## src/rtl/mem_arbiter.sv

```systemverilog
// mem_arbiter: arbitrates a single-port unified memory between the CPU and a DMA/loader port.
// Define ARB_STARVE_GUARD_EN to force a DMA grant after MAX_CPU_STREAK consecutive CPU wins.
module mem_arbiter #(
    parameter int MAX_CPU_STREAK = 4
) (
    input  logic        clk,
    input  logic        reset_n,
    input  logic        cpu_req,
    input  logic        cpu_we,
    input  logic [15:0] cpu_addr,
    input  logic [15:0] cpu_wdata,
    output logic        cpu_gnt,
    output logic        cpu_rvalid,
    input  logic        dma_req,
    input  logic        dma_we,
    input  logic [15:0] dma_addr,
    input  logic [15:0] dma_wdata,
    input  logic        dma_lock,
    output logic        dma_gnt,
    output logic        dma_rvalid,
    output logic [15:0] rdata,
    output logic        mem_en,
    output logic        mem_we,
    output logic [15:0] mem_addr,
    output logic [15:0] mem_wdata,
    input  logic [15:0] mem_rdata,
    output logic [1:0]  owner
);
    typedef enum logic [1:0] {S_IDLE, S_CPU, S_DMA, S_DMA_LOCK} state_t;

    state_t state_q, state_d;
    logic   cpu_rvalid_q, dma_rvalid_q;
    logic   guard_fire, dma_win, cpu_win;

`ifdef ARB_STARVE_GUARD_EN
    localparam logic [3:0] STREAK_MAX = 4'(MAX_CPU_STREAK);
    logic [3:0] streak_q, streak_d;

    // Counts CPU wins over a waiting DMA; any cycle without a waiting DMA restarts it.
    always_comb
        streak_d = (cpu_win && dma_req) ? ((streak_q == STREAK_MAX) ? STREAK_MAX : streak_q + 4'd1) : 4'd0;

    always_ff @(posedge clk or negedge reset_n)
        if (!reset_n) streak_q <= 4'd0;
        else          streak_q <= streak_d;

    assign guard_fire = (streak_q == STREAK_MAX);
`else
    assign guard_fire = 1'b0;
`endif

    assign dma_win = dma_req && ((state_q == S_DMA_LOCK) || !cpu_req || guard_fire);
    assign cpu_win = cpu_req && !dma_win;

    always_comb begin
        state_d = S_IDLE;
        if (dma_win)      state_d = dma_lock ? S_DMA_LOCK : S_DMA;
        else if (cpu_win) state_d = S_CPU;
    end

    always_ff @(posedge clk or negedge reset_n) begin
        if (!reset_n) begin
            state_q      <= S_IDLE;
            cpu_rvalid_q <= 1'b0;
            dma_rvalid_q <= 1'b0;
        end else begin
            state_q      <= state_d;
            cpu_rvalid_q <= cpu_win && !cpu_we;
            dma_rvalid_q <= dma_win && !dma_we;
        end
    end

    always_comb begin
        cpu_gnt   = cpu_win;
        dma_gnt   = dma_win;
        owner     = {dma_win, cpu_win};
        mem_en    = cpu_win || dma_win;
        mem_we    = dma_win ? dma_we    : (cpu_win ? cpu_we    : 1'b0);
        mem_addr  = dma_win ? dma_addr  : (cpu_win ? cpu_addr  : 16'h0000);
        mem_wdata = dma_win ? dma_wdata : (cpu_win ? cpu_wdata : 16'h0000);
    end

    assign cpu_rvalid = cpu_rvalid_q;
    assign dma_rvalid = dma_rvalid_q;
    assign rdata      = mem_rdata;
endmodule

```

## config.mk

```make
export PLATFORM = sky130hd
export DESIGN_NAME = mem_arbiter
export DESIGN_NICKNAME = d
export VERILOG_FILES = /design/src/rtl/mem_arbiter.sv
export SDC_FILE = /design/constraint.sdc
export NUM_CORES = 1
export LEC_CHECK = 0
export ABC_AREA = 1
export ABC_CLOCK_PERIOD_IN_PS = 2600
export CORE_UTILIZATION = 22
export DETAILED_ROUTE_END_ITERATION = 10
export PLACE_DENSITY_LB_ADDON = 0.05
export SYNTH_ARGS = -nofsm -noshare
export SYNTH_HDL_FRONTEND = slang
export SYNTH_SLANG_ARGS = --single-unit
```

## constraint.sdc

```tcl
create_clock -name clk -period 2.6 [get_ports clk]
set_clock_uncertainty 0.15 [all_clocks]
set_input_delay 0.39 -clock clk [delete_from_list [all_inputs] [get_ports clk]]
set_output_delay 0.39 -clock clk [all_outputs]
set_load 0.02 [all_outputs]
```

# Word-level counts from Yosys, hierarchy flattened
# Cells that the tools add are included.
# totals
in_bits	87
ram_bits	0
reg_bits	4
mem_count	0
latchBits	0
rom_bits	0
out_inout_bits	56
# op_classes
mul	0
n_bitwise	0
addsub	0
n_shift	0
n_mux	9
n_lt_le_gt_ge	0
div_mod_pow	0
reduce_logical	10
n_eq_ne	1
# op_table
operator	count
two-way mux 16 bit	4
logical AND 1 bit	4
logical NOT 1 bit	4
two-way mux 1 bit	4
equality test 2 bit (second input constant)	1
logical OR 1 bit	2
two-way mux 2 bit	1

# Logic depth before layout (Yosys ltp)
# Gate-level depths: netlist of the first run.
# depth
depth_word	7
mapped_depth	6

# Least setup slack after synthesis of the first run
# No wires, ideal clock.
# synth_timing
path_type	input port to output port
start	input port cpu_req
end	output port mem_wdata[10]
stages	5
path_slack_ps	955
required_ps	2060
t_arrival_ps	1105
cell_sequence	buf_6 -> a21oi_4 -> buf_6 -> nand2_1 -> nand2_1
# synth_between
elab_chain_len	7
# synth_lines
element	line	source
from (decl)	8	input logic cpu_req,
logical NOT 1 bit (*)	52	assign dma_win = dma_req && ((state_q == S_DMA_LOCK) || !cpu_req || guard_fire);
logical OR 1 bit (*)	52	
logical AND 1 bit (*)	52	
net dma_gnt	19	output logic dma_gnt,
logical NOT 1 bit	53	assign cpu_win = cpu_req && !dma_win;
logical AND 1 bit	53	
two-way mux 16 bit	80	mem_wdata = dma_win ? dma_wdata : (cpu_win ? cpu_wdata : 16'h0000);
two-way mux 16 bit (*)	80	
to (decl)	25	output logic [15:0] mem_wdata,
# The timed path passes the listed nets; every way through them passes the cells marked *.

# Worst setup path in the final report of the first run
# layout_timing
start	input port dma_req
end	output port mem_wdata[1]
# layout_between
elab_chain_len	5
# layout_lines
element	line	source
from (decl)	14	input logic dma_req,
logical AND 1 bit (*)	52	
logical NOT 1 bit	53	
logical AND 1 bit	53	
two-way mux 16 bit	80	
two-way mux 16 bit (*)	80	
# Mark *: on every way between the ends. The rest lies on a longest branch, timed or not.

==> results_dict.tcl, run 1 <==
set metrics [dict create \
    count_of_endpoints_failing_hold_in_the_final_timing_report 0 \
    yosys.cell_count.top_type "sky130_fd_sc_hd__nand2_1" \
    min_path_type "in -> async" \
    final_util 0.5508 \
    synth_seq_area_share 0.1258 \
    finalCriticalPeriod_ps 2538 \
    floorplan.die.height_um 62.14 \
    floorplan.core_area_um2 3390 \
    cts.sinks 4 \
    static-leakage-power_nw 1.050 \
    worst_path_dominant_cell_family "buffers and inverters" \
    outcome "completed" \
    gp_routability_congestion 0.7143 \
    grt_total_usage 0.1763 \
    clk_latency_ps 230 \
    cts_root_buf "sky130_fd_sc_hd__clkbuf_4" \
    io_pins 143 \
    wl_final_um 3396 \
    post_layout_nonfiller_instances 286 \
    synthesis.nets 233 \
    post-synth-top-area-cell "sky130_fd_sc_hd__nand2_1" \
    cts.reportedPaths.clkPinSlew_ps 40 \
    worst-slew-pin-transition_ps 256.4 \
    route.detailed.wl_per_inst_um 11.87 \
    max_freq_mhz 394.0 \
    vias_in_the_first_global_route 1230 \
    h-tree-depth 1 \
    final_min_period_over_clock_period 0.9762 \
    number_of_buffers_inserted_by_hold_repair_at_cts 0 \
    post-layout-total-power_mw 0.4928 \
    drcViolationCount 0 \
    grt_max_degree 24 \
    area.growth.synth_to_final_pct 134.6 \
    crit_buf_inv 4 \
    worst-endpoint-required_ps 2060 \
    critical_path_class "in -> out" \
    syn_inst 146 \
    nets 329 \
    mappedNetlistArea_um2 795.8 \
    cts_buffer_count 3 \
    gr-total-overflow 0 \
    crit_path_top_delay_cell "sky130_fd_sc_hd__clkdlybuf4s50_1" \
    worst_hold_slack_ps 205.4 \
    distinct_cells_synth 12 \
    wire_length_of_the_first_global_routing_pass_um 5664 \
    synth_enable_flop_cells 0 \
    yosys.area.top_type_share 0.3349 \
    worstPathMaxFanout 21 \
    drt-initial-drc-count 44 \
    final-setup-viol-count 0 \
    antenna_found_initial 0 \
    post-place-cells 283 \
    yosys_warnings 0 \
    power.density_cell_area_nw_per_um2 264.0 \
    dieArea_um2 3861 \
    synthArstFlopShare 1.000 \
    most_used_flip_flop_cell_after_synthesis "sky130_fd_sc_hd__dfrtp_1" \
    final_max_tran_viols 0 \
    crit_start "dma_req" \
    yosys-top-cells-area "sky130_fd_sc_hd__nand2_1, sky130_fd_sc_hd__buf_4, sky130_fd_sc_hd__nand3_1" \
    initial_utilization 0.2348 \
    postCtsSetupRepairBufs 0 \
    syn_avg_cell_area_um2 5.450 \
    commonest_cells_in_the_netlist "sky130_fd_sc_hd__nand2_1, sky130_fd_sc_hd__nand3_1, sky130_fd_sc_hd__buf_4, sky130_fd_sc_hd__inv_1, sky130_fd_sc_hd__dfrtp_1" \
    placement.io_buffers 110 \
    timing.slew.headroom 0.8288 \
    antenna_cells 0 \
    antenna_left 0 \
    fp-row-count 21 \
    vias 1235 \
    timing.critical_path.from_type "input port" \
    detailedPlacementHpwl_um 2681 \
    die_w_um 62.14 \
    cts_tree "built" \
    crit-reg2reg-launch "state_q[0]" \
    critical_path.cell_chain "clkdlybuf4s50_1 -> inv_1 -> a21oi_4 -> buf_12 -> nand2_1 -> nand2_1 -> clkdlybuf4s50_1" \
    drt_pre_antenna_iters 4 \
    layout-drive-gt1-share 0.06667 \
    vdd_ir_drop_max_mv 0.2777 \
    cts-root-to-sink-buffers 2 \
    worst_path_max_stage_delay_ps 590 \
    arrival_ps 2000 \
    cap_violations 0 \
    avgViaCountPerCell 4.318 \
    synth-seq-cells 4 \
    crit_path_end_kind "output port" \
    rsz_0062_raised_after_global_routing "no" \
]
## repair_timing
action | CTS | global route
resized for setup | 26 | 9
pin swaps | 1 | 0
endpoints found under the setup margin | 34 | 10
## worst register-to-register path, delay by kind of cell, from the launching register on
| kind | cells | cell delay [ps] |
|---|---|---|
| and+or+nand+nor | 5 | 480 |
| buffers and inverters | 2 | 300 |
| DFF | 1 | 360 |
## registers in the layout (all words and copies together) (netlist names)
name,flops
cpu_rvalid,1
dma_rvalid,1
state_q,2
## report_power, final
| group | switching (mW) | leakage [nW] | total (mW) | internal (mW) |
|---|---|---|---|---|
| Combinational | 0.160 | 0.985 | 0.351 | 0.191 |
| Sequential | 0.00115 | 0.0512 | 0.0677 | 0.0666 |
| Clock | 0.0224 | 0.0138 | 0.0738 | 0.0514 |
## metal layers
metal  share of wire  GRT usage
met4          0.0059    0.04942
met2            0.50     0.3159
met5               0          0
met1            0.41     0.2113
met3           0.083    0.03493
## stage by stage
step / instance area (µm²) / worst slack (ps) / setup TNS [ps]
after floorplan: 795.8 / 954.7 / 0
after global placement: 1853 / -55.11 / -253.6
after detailed placement: 1853 / -56.03 / -862.9
after CTS: 1843 / -46.96 / -46.96
after global routing: 1867 / 8.025 / 0
final: 1867 / 62.00 / 0
## cell usage in the layout (no fill, tap or decap), drive strengths merged
| cell | n |
|---|---|
| a21oi | 1 |
| buf | 9 |
| clkbuf | 3 |
| clkdlybuf4s50 | 76 |
| dfrtp | 4 |
| dlygate4sd2 | 26 |
| dlymetal6s2s | 8 |
| inv | 5 |
| nand2 | 73 |
| nand3 | 33 |
| nor2 | 1 |
| or2 | 1 |
## worst paths after layout
check,end,slack [ps],depth (start not counted)
setup / recovery,mem_wdata[1],60,7
hold / removal,cpu_rvalid,210,1
setup reg to reg,cpu_rvalid,1250,7
hold reg to reg,state_q[1],630,3
max in group asynchronous,dma_rvalid,1940,1
min in group clk,state_q[1],540,3
## cells by family after synthesis
logic type | after synthesis | share of synthesized area
compound gates | 1 | 0.02045
buf+inv | 33 | 0.2830
flops | 4 | 0.1258
simple gates | 108 | 0.5708
## area by class of cell
class,instances,area (µm²)
Fill cell,356,1523
Timing Repair Buffer,119,1197
Multi-Input combinational cell,109,470.5
Sequential cell,4,100.1
Tap cell,46,57.56
Clock buffer,3,22.52
Inverter,5,18.77
Note: power is estimated with default switching activity, not from simulation.
==> run 2: changes to the inputs <==
Settings changed: CELL_PAD_IN_SITES_DETAIL_PLACEMENT from default to 1, CELL_PAD_IN_SITES_GLOBAL_PLACEMENT from default to 2, CORE_MARGIN from default to 2, CORE_UTILIZATION 22 to 10.
==> run 2 against run 1 <==
Against the previous run:
- critical endpoint is now cpu_gnt
- maximum frequency increased by 0.67%
- via count up 2.8%
- highest routed layer unchanged
- flip-flop and latch count unchanged
- critical path type unchanged
- largest power group unchanged
- cell area rose by 7.3%
- cell count rose by 19%
- routed wire length grew 29%
==> results_dict.tcl, run 2 (synthesis gave the netlist of run 1 again) <==
set metrics [dict create \
    outcome "completed" \
    cap_violations 0 \
    final_area_um2 2003 \
    wire_length_of_the_first_global_routing_pass_um 6762 \
    initial_utilization 0.1030 \
    gp_routability_congestion 0.6671 \
    antenna_found_initial 0 \
    post-layout-total-power_mw 0.5653 \
    floorplan.core_area_um2 7727 \
    count_of_endpoints_failing_hold_in_the_final_timing_report 0 \
    timing.slew.headroom 0.8134 \
    antenna_cells 0 \
    area.growth.synth_to_final_pct 151.7 \
    h-tree-depth 1 \
    cts-root-to-sink-buffers 2 \
    die_w_um 93.21 \
    regMostFlops "state_q" \
    detailedPlacementHpwl_um 3519 \
    cts.reportedPaths.clkPinSlew_ps 30 \
    grt_max_degree 23 \
    drt_pre_antenna_iters 4 \
    vias_in_the_first_global_route 1327 \
    crit_path_end_kind "output port" \
    largest_register_ffs 2 \
    cts.sinks 4 \
    worst-endpoint-required_ps 2060 \
    avgViaCountPerCell 3.721 \
    static-leakage-power_nw 1.195 \
    post-route-worst-setup-slack_ps 78.82 \
    dp_worst_setup_slack_ps -118.8 \
    cts_resized 17 \
    final_max_tran_viols 0 \
    fp-row-count 32 \
    worst-slew-pin-transition_ps 279.8 \
    wl_final_um 4379 \
    route.detailed.wl_per_inst_um 12.84 \
    vias 1269 \
    number_of_buffers_inserted_by_hold_repair_at_cts 0 \
    drcViolationCount 0 \
    most-common-layout-cells "sky130_fd_sc_hd__clkdlybuf4s50_1, sky130_fd_sc_hd__nand2_1, sky130_fd_sc_hd__nand3_1" \
    cts_tree "built" \
    layout-drive-gt1-share 0.06276 \
    critical_path_class "in -> out" \
    dieArea_um2 8687 \
    vdd_ir_drop_max_mv 0.1796 \
    placement.io_buffers 110 \
    max_freq_mhz 396.6 \
    rsz_0062_raised_after_global_routing "no" \
    clk_latency_ps 220 \
    cts_root_buf "sky130_fd_sc_hd__clkbuf_8" \
    final_common_cell "sky130_fd_sc_hd__clkdlybuf4s50_1" \
    floorplan.die.height_um 93.21 \
    nets 328 \
    finalCriticalPeriod_ps 2521 \
    timing.critical_path.from_type "input port" \
    power.density_cell_area_nw_per_um2 282.2 \
    drt-initial-drc-count 27 \
    io_pins 143 \
    postCtsSetupRepairBufs 0 \
    cts_buffer_count 3 \
    arrival_ps 1980 \
    gr-total-overflow 0 \
    cell_area_after_placement_um2 1916 \
    final_min_period_over_clock_period 0.9697 \
    antenna_left 0 \
    min_path_type "in -> async" \
    worstPathMaxFanout 22 \
    grt_total_usage 0.09572 \
    final-setup-viol-count 0 \
]
-- run 2: cell types whose count changed in the layout (fill, tap and decap cells not counted) --
cell,previous run,this run
sky130_fd_sc_hd__dlygate4sd2_1,26,14
sky130_fd_sc_hd__buf_8,0,1
sky130_fd_sc_hd__clkbuf_8,0,3
sky130_fd_sc_hd__clkdlybuf4s50_1,76,75
sky130_fd_sc_hd__buf_4,5,3
sky130_fd_sc_hd__clkbuf_4,3,0
sky130_fd_sc_hd__dlymetal6s2s_1,8,21
-- run 2: metal layers --
metal  GRT usage  routed length [µm]  vias to the layer above
met5           0                   0                        -
li1            -                   -                      625
met1      0.1208                1731                      581
met4     0.01593                  17                        0
met2      0.1697                2329                       59
met3     0.02015                 301                        4
-- run 2: critical path, stage by stage --
cell and delay [ps]:
sky130_fd_sc_hd__clkdlybuf4s50_1 420, sky130_fd_sc_hd__buf_4 150, sky130_fd_sc_hd__nand2_2 110, sky130_fd_sc_hd__buf_12 160, sky130_fd_sc_hd__nand2_1 80, sky130_fd_sc_hd__inv_1 70
sky130_fd_sc_hd__clkdlybuf4s50_1 590
-- run 2: worst paths after layout --
kind	start	end	slack [ps]	cells past startpoint
max reg2reg	state_q[1]	cpu_rvalid	1220	7
max	dma_req	cpu_gnt	80	7
max in group asynchronous	reset_n	state_q[0]	1890	1
min in group clk	state_q[0]	dma_rvalid	560	4
min	reset_n	cpu_rvalid	230	1
min reg2reg	state_q[0]	dma_rvalid	560	4
-- run 2: cell type report --
cell class | instances | area, µm²
well taps | 102 | 127.6
fillers | 940 | 5724
flip-flops and latches | 4 | 100.1
clock buffers | 3 | 41.29
inverters | 5 | 18.77
repair buffers | 118 | 1245
multi-input cells | 109 | 470.5
-- run 2: per-stage QoR --
step / util / setup TNS (ps) / hold WS [ps] / std cells
after CTS: 0.2524 / 0 / 238.5 / 341
final: 0.2592 / 0 / 234.5 / 341
after global placement: 0.2479 / -2087 / 448.6 / 338
after global routing: 0.2592 / 0 / 247.3 / 341
after floorplan: - / 0 / -55.59 / 146
after detailed placement: 0.2479 / -3007 / 470.2 / 338
-- run 2: report_power, final --
group          total (mW)  leakage (nW)  switching (mW)  internal [mW]
Clock               0.131        0.0216          0.0322         0.0987
Sequential         0.0679        0.0512         0.00124         0.0666
Combinational       0.366          1.12           0.167          0.199
==> run 3: changes to the inputs <==
Settings changed: CORE_MARGIN 2 to 4, SKIP_LAST_GASP from default to 1.
==> run 3 against run 2 <==
Against the previous run:
- via count unchanged
- count of clock-buffer cells in the layout unchanged
- routed wire length up 9.4%
- critical path type unchanged
- largest cell class unchanged
==> results_dict.tcl, run 3 (synthesis gave the netlist of run 1 again) <==
set metrics [dict create \
    post_layout_nonfiller_instances 343 \
    finalCriticalPeriod_ps 2559 \
    vias_in_the_first_global_route 1386 \
    grt_max_degree 22 \
    final_max_tran_viols 0 \
    r2r_cells 7 \
    final_min_period_over_clock_period 0.9842 \
    final_common_cell "sky130_fd_sc_hd__clkdlybuf4s50_1" \
    dp_worst_setup_slack_ps -125.6 \
    global_route.usage.met3 0.02943 \
    cap_violations 0 \
    crit_end "mem_wdata[9]" \
    min_path_type "in -> async" \
    floorplan.core_area_um2 7727 \
    worst-endpoint-required_ps 2060 \
    crit-reg2reg-launch "state_q[0]" \
    worst_path_dominant_cell_family "buffers and inverters" \
    cts_buffer_count 3 \
    outcome "completed" \
    regMostFlops "state_q" \
    grt_total_usage 0.09507 \
    timing.critical_path.from_type "input port" \
    grt.met2_usage 0.1768 \
    power.density_cell_area_nw_per_um2 283.4 \
    drt-initial-drc-count 21 \
    arrival_ps 2020 \
    most-common-layout-cells "sky130_fd_sc_hd__clkdlybuf4s50_1, sky130_fd_sc_hd__nand2_1, sky130_fd_sc_hd__nand3_1" \
    worst-slew-pin-transition_ps 262.1 \
    wl_final_um 4791 \
    route.detailed.wl_per_inst_um 13.97 \
    crit_buf_inv 4 \
    crit_path_top_delay_cell "sky130_fd_sc_hd__clkdlybuf4s50_1" \
    crit_start "dma_req" \
    final-setup-viol-count 0 \
    initial_utilization 0.1030 \
    count_of_endpoints_failing_hold_in_the_final_timing_report 0 \
    area.growth.synth_to_final_pct 149.4 \
    n_fill_cell 962 \
    cell_area_after_placement_um2 1943 \
    drt_pre_antenna_iters 3 \
    levels_on_crit_path 7 \
    critical_path.cell_chain "clkdlybuf4s50_1 -> inv_1 -> a21oi_4 -> buf_12 -> nand2_1 -> nand2_1 -> clkdlybuf4s50_1" \
    layout-drive-gt1-share 0.07054 \
    globalRoute.busiestLayer "met2" \
    dieArea_um2 9449 \
    vdd_ir_drop_max_mv 0.1855 \
    static-leakage-power_nw 1.098 \
    antenna_found_initial 0 \
    number_of_buffers_inserted_by_hold_repair_at_cts 0 \
    floorplan.die.height_um 97.21 \
    max_freq_mhz 390.8 \
    critical_path_class "in -> out" \
    worstReg2RegEnd "cpu_rvalid" \
    drcViolationCount 0 \
    globalRouteMet1Util 0.1071 \
    worst_path_max_stage_delay_ps 600 \
    antenna_cells 0 \
    cts-root-to-sink-buffers 2 \
    fp-row-count 32 \
    setup_total_negative_slack_ps 0 \
    h-tree-depth 1 \
    avgViaCountPerCell 3.700 \
    cts_root_buf "sky130_fd_sc_hd__clkbuf_8" \
    regToRegSetupSlack_ps 1260 \
    antenna_left 0 \
    final_area_um2 1984 \
    crit_path_end_kind "output port" \
    worstPathMaxFanout 15 \
    cts.sinks 4 \
    detailedPlacementHpwl_um 3985 \
    post-route-worst-setup-slack_ps 41.19 \
    nets 330 \
    final_util 0.2568 \
    wire_length_of_the_first_global_routing_pass_um 7362 \
    post-place-cells 340 \
    cts.reportedPaths.clkPinSlew_ps 30 \
    timing.slew.headroom 0.8253 \
    die_w_um 97.21 \
    vias 1269 \
    gp_routability_congestion 0.7322 \
    io_pins 143 \
    placement.io_buffers 110 \
    cts_tree "built" \
    largest_register_ffs 2 \
    gr-total-overflow 0 \
    clk_latency_ps 220 \
]
-- run 3: worst min path at each step --
stage,to,slack [ps],cells after the start,start
6_report,state_q[0],230,1,reset_n
5_1_grt,state_q[1],240,1,reset_n
4_1_cts,state_q[0],230,1,reset_n
3_5_place_dp,cpu_rvalid,460,1,reset_n
3_3_place_gp,dma_rvalid,450,1,reset_n
2_1_floorplan,cpu_rvalid,-60,0,reset_n
-- run 3: timing repair --
action | in CTS | in global routing
buffers inserted | 0 | 0
endpoints found under the setup margin | 35 | 11
gates cloned | 0 | 0
pin swaps | 0 | 0
gates resized for setup | 22 | 11
-- run 3: cell type report --
| class | instances | area, µm² | area share |
|---|---|---|---|
| timing repair buffer | 120 | 1226 | 0.6179 |
| multi-input combinational | 109 | 470.5 | 0.2371 |
| tap | 102 | 127.6 | 0.06431 |
| sequential | 4 | 100.1 | 0.05044 |
| clock buffer | 3 | 41.29 | 0.02081 |
| inverter | 5 | 18.77 | 0.009458 |
-- run 3: worst reg2reg max path, delay by kind of cell (launching register included) --
family | cells | cell delay, ps
AND/OR/NAND/NOR | 5 | 480
flip-flops | 1 | 340
buffers and inverters | 2 | 290
-- run 3: power by group --
part           internal (mW)  switching [mW]  leakage (nW)
clock                 0.0985          0.0303        0.0216
sequential            0.0666        0.000951        0.0512
combinational          0.198           0.168          1.02
-- run 3: metal layers --
layer | wire length [µm] | up-vias
met5 | 0 | -
met4 | 21 | 0
met3 | 368 | 6
met2 | 2501 | 63
met1 | 1899 | 570
li1 | - | 630
-- run 3: stage by stage --
stage	total power, mW	hold slack [ps]
3_3_place_gp	0.4621	449.7
3_5_place_dp	0.4658	460.0
5_1_grt	0.5970	244.1
2_1_floorplan	0.2566	-55.59
4_1_cts	0.5789	228.4
6_report	0.5624	225.9
==> patch, RTL diff (settings of run 1) <==
Add a define of `ARB_STARVE_GUARD_EN`.
--- a/src/rtl/mem_arbiter.sv
+++ b/src/rtl/mem_arbiter.sv
@@ -1,5 +1,7 @@
 // mem_arbiter: arbitrates a single-port unified memory between the CPU and a DMA/loader port.
 // Define ARB_STARVE_GUARD_EN to force a DMA grant after MAX_CPU_STREAK consecutive CPU wins.
+`define ARB_STARVE_GUARD_EN
+
 module mem_arbiter #(
     parameter int MAX_CPU_STREAK = 4
 ) (
Function: changed (a bounded check fails within 10 cycles, from zero or initial values and one cycle with reset_n low).
==> patch against run 1 <==
Register-to-register slack worse by 290 ps; synthesized cell count is 15% higher; non-clock buffer count up 3; utilization fell by 6.8 points; sequential cell count increased by 4; worst hold slack better by 89 ps; first-iteration DRC count down 23%; largest power group unchanged; worst setup slack improved by 98 ps; final area is 13% higher; critical path depth rose by 2; routed wire length is 15% higher; highest routed layer unchanged; total power grew 31%; synthesized area grew 28%.
==> patch: results (changes against run 1) <==
- Placed instance count: 314 (+11%)
- Min-delay worst type: input port to async pin
- Final WL: 3914 um (+15%)
- Pre-CTS WS: -126.2 ps (-70.17 ps)
- Status: complete, no violations
- RePlAce Congestion: 0.7675 (+7.4%)
- Unique cell type count in the Yosys netlist: 17 (+5)
- Synth top cells by count: nand2_1, nand3_1, buf_4, inv_1, dfrtp_1
- Pleak: 1.135 nW (+8.2%)
- Worst vdd ir: 0.1165 mV (-58%)
- Average size of a mapped cell: 6.040 um^2 (+11%)
- Share of post-route cells with drive strength above 1: 7.925% (+1.3 points)
- Post-route insts no fill: 317 (+11%)
- Top cells by area, synth: nand2_1, dfrtp_1, nand3_1
- Post-CTS Setup Bufs: 0 (unchanged)
- H-Tree Depth: 1 (unchanged)
- Vias in the first global route: 1233 (+0.24%)
- GRT Overall Usage: 14.99% (-2.6 points)
- Nets@finish: 356 (+8.2%)
- Fillers: 461 (+29%)
- Pin count of the biggest net entering global routing: 35 (+46%)
- Synthesized Nets: 257 (+10%)
- Crit Path Max Fanout: 10 (-52%)
- First-pass GRT wire length: 5961 um (+5.2%)
- HPWL after DPL: 3189 um (+19%)
- Critical path data arrival time: 1900 ps (-100 ps)
- Clock root buffer: clkbuf_8
- Seq/Total Area, Yosys: 19.73% (+7.2 points)
- Initial DRC count: 34 (-23%)
- Vias: 1358 (+10%)
- CTS max path bufs: 2 (unchanged)
- Cell Area, Placed: 0.002113 mm^2 (+14%)
- Max-slew headroom: 75.37% (-7.5 points)
==> patch: changes by cell type in the layout (fill, tap and decap cells not counted), moves of 4 or more <==
cell,change
dlymetal6s2s_1,-6
dfrtp_1,+4
dlygate4sd2_1,+9
inv_1,+4
nor2_1,+4
==> patch: metrics by stage <==
step                hold WS [ps]  utilization, %
floorplan                 -55.59               -
global placement           399.0           48.20
finish                     294.0           48.26
global route               320.4           48.26
detailed placement         407.8           48.20
CTS                        299.6           48.14
==> patch: metal layers <==
layer  share of wire, %  routed length (um)  vias to the layer above  track usage (%)
met5                  0                   0                        -                0
met4                1.3                  50                        0            4.222
met3                9.0                 354                        6            5.339
met2                 51                1981                       63            26.82
met1                 39                1527                      583            16.59
li1                   -                   -                      706                -
==> patch: power breakdown <==
group / total (mW) / internal (mW) / leakage (nW) / switching (mW)
Sequential: 0.134 / 0.131 / 0.106 / 0.00360
Clock: 0.147 / 0.100 / 0.0216 / 0.0473
Combinational: 0.362 / 0.192 / 1.01 / 0.169
Total: 0.643 / 0.423 / 1.14 / 0.220
==> patch: worst max-delay path, cell delays in order <==
cell and delay (ps):
clkdlybuf4s50_1 430, inv_2 90, a21oi_4 40, buf_4 140, a21oi_4 150, buf_4 200, nand2_1 70, nand2_1 60
dlygate4sd2_1 340
==> patch: worst paths after layout <==
path                             startpoint      endpoint  slack [ps]  depth (start not counted)
worst max register to register  streak_q[1]    state_q[0]         960                          9
max in group asynchronous           reset_n   streak_q[2]        1740                          1
worst min register to register  streak_q[0]   streak_q[0]         400                          2
worst max-delay path                cpu_req  mem_addr[14]         160                          9
min in group clk                streak_q[0]   streak_q[0]         400                          2
worst min-delay path                reset_n    dma_rvalid         290                          1
==> patch: what timing repair did <==
action	in CTS	in global routing
endpoints found under the setup margin	35	2
hold endpoints to repair	0	0
gates resized for setup	35	2
hold buffers	0	0
==> patch: cell type report <==
class	instances	area [um^2]	share of cell area, %
clock buffer	3	41.29	1.952
inverter	10	37.54	1.774
multi-input combinational	122	569.3	26.91
timing repair buffer	122	1202	56.83
sequential	8	200.2	9.462
tap	52	65.06	3.075
==> patch: kinds of logic (layout without fill, tap and decap cells) <==
| logic type | Yosys count | in the layout | share of synthesized area, % |
|---|---|---|---|
| buffers and inverters | 38 | 135 | 24.17 |
| and+or+nand+nor | 117 | 117 | 49.57 |
| adders and majority gates | 2 | 2 | 2.466 |
| DFF | 8 | 8 | 19.73 |
| xor gates and xnor gates | 1 | 1 | 0.8633 |
| AOI/OAI and AO/OA | 2 | 2 | 3.206 |
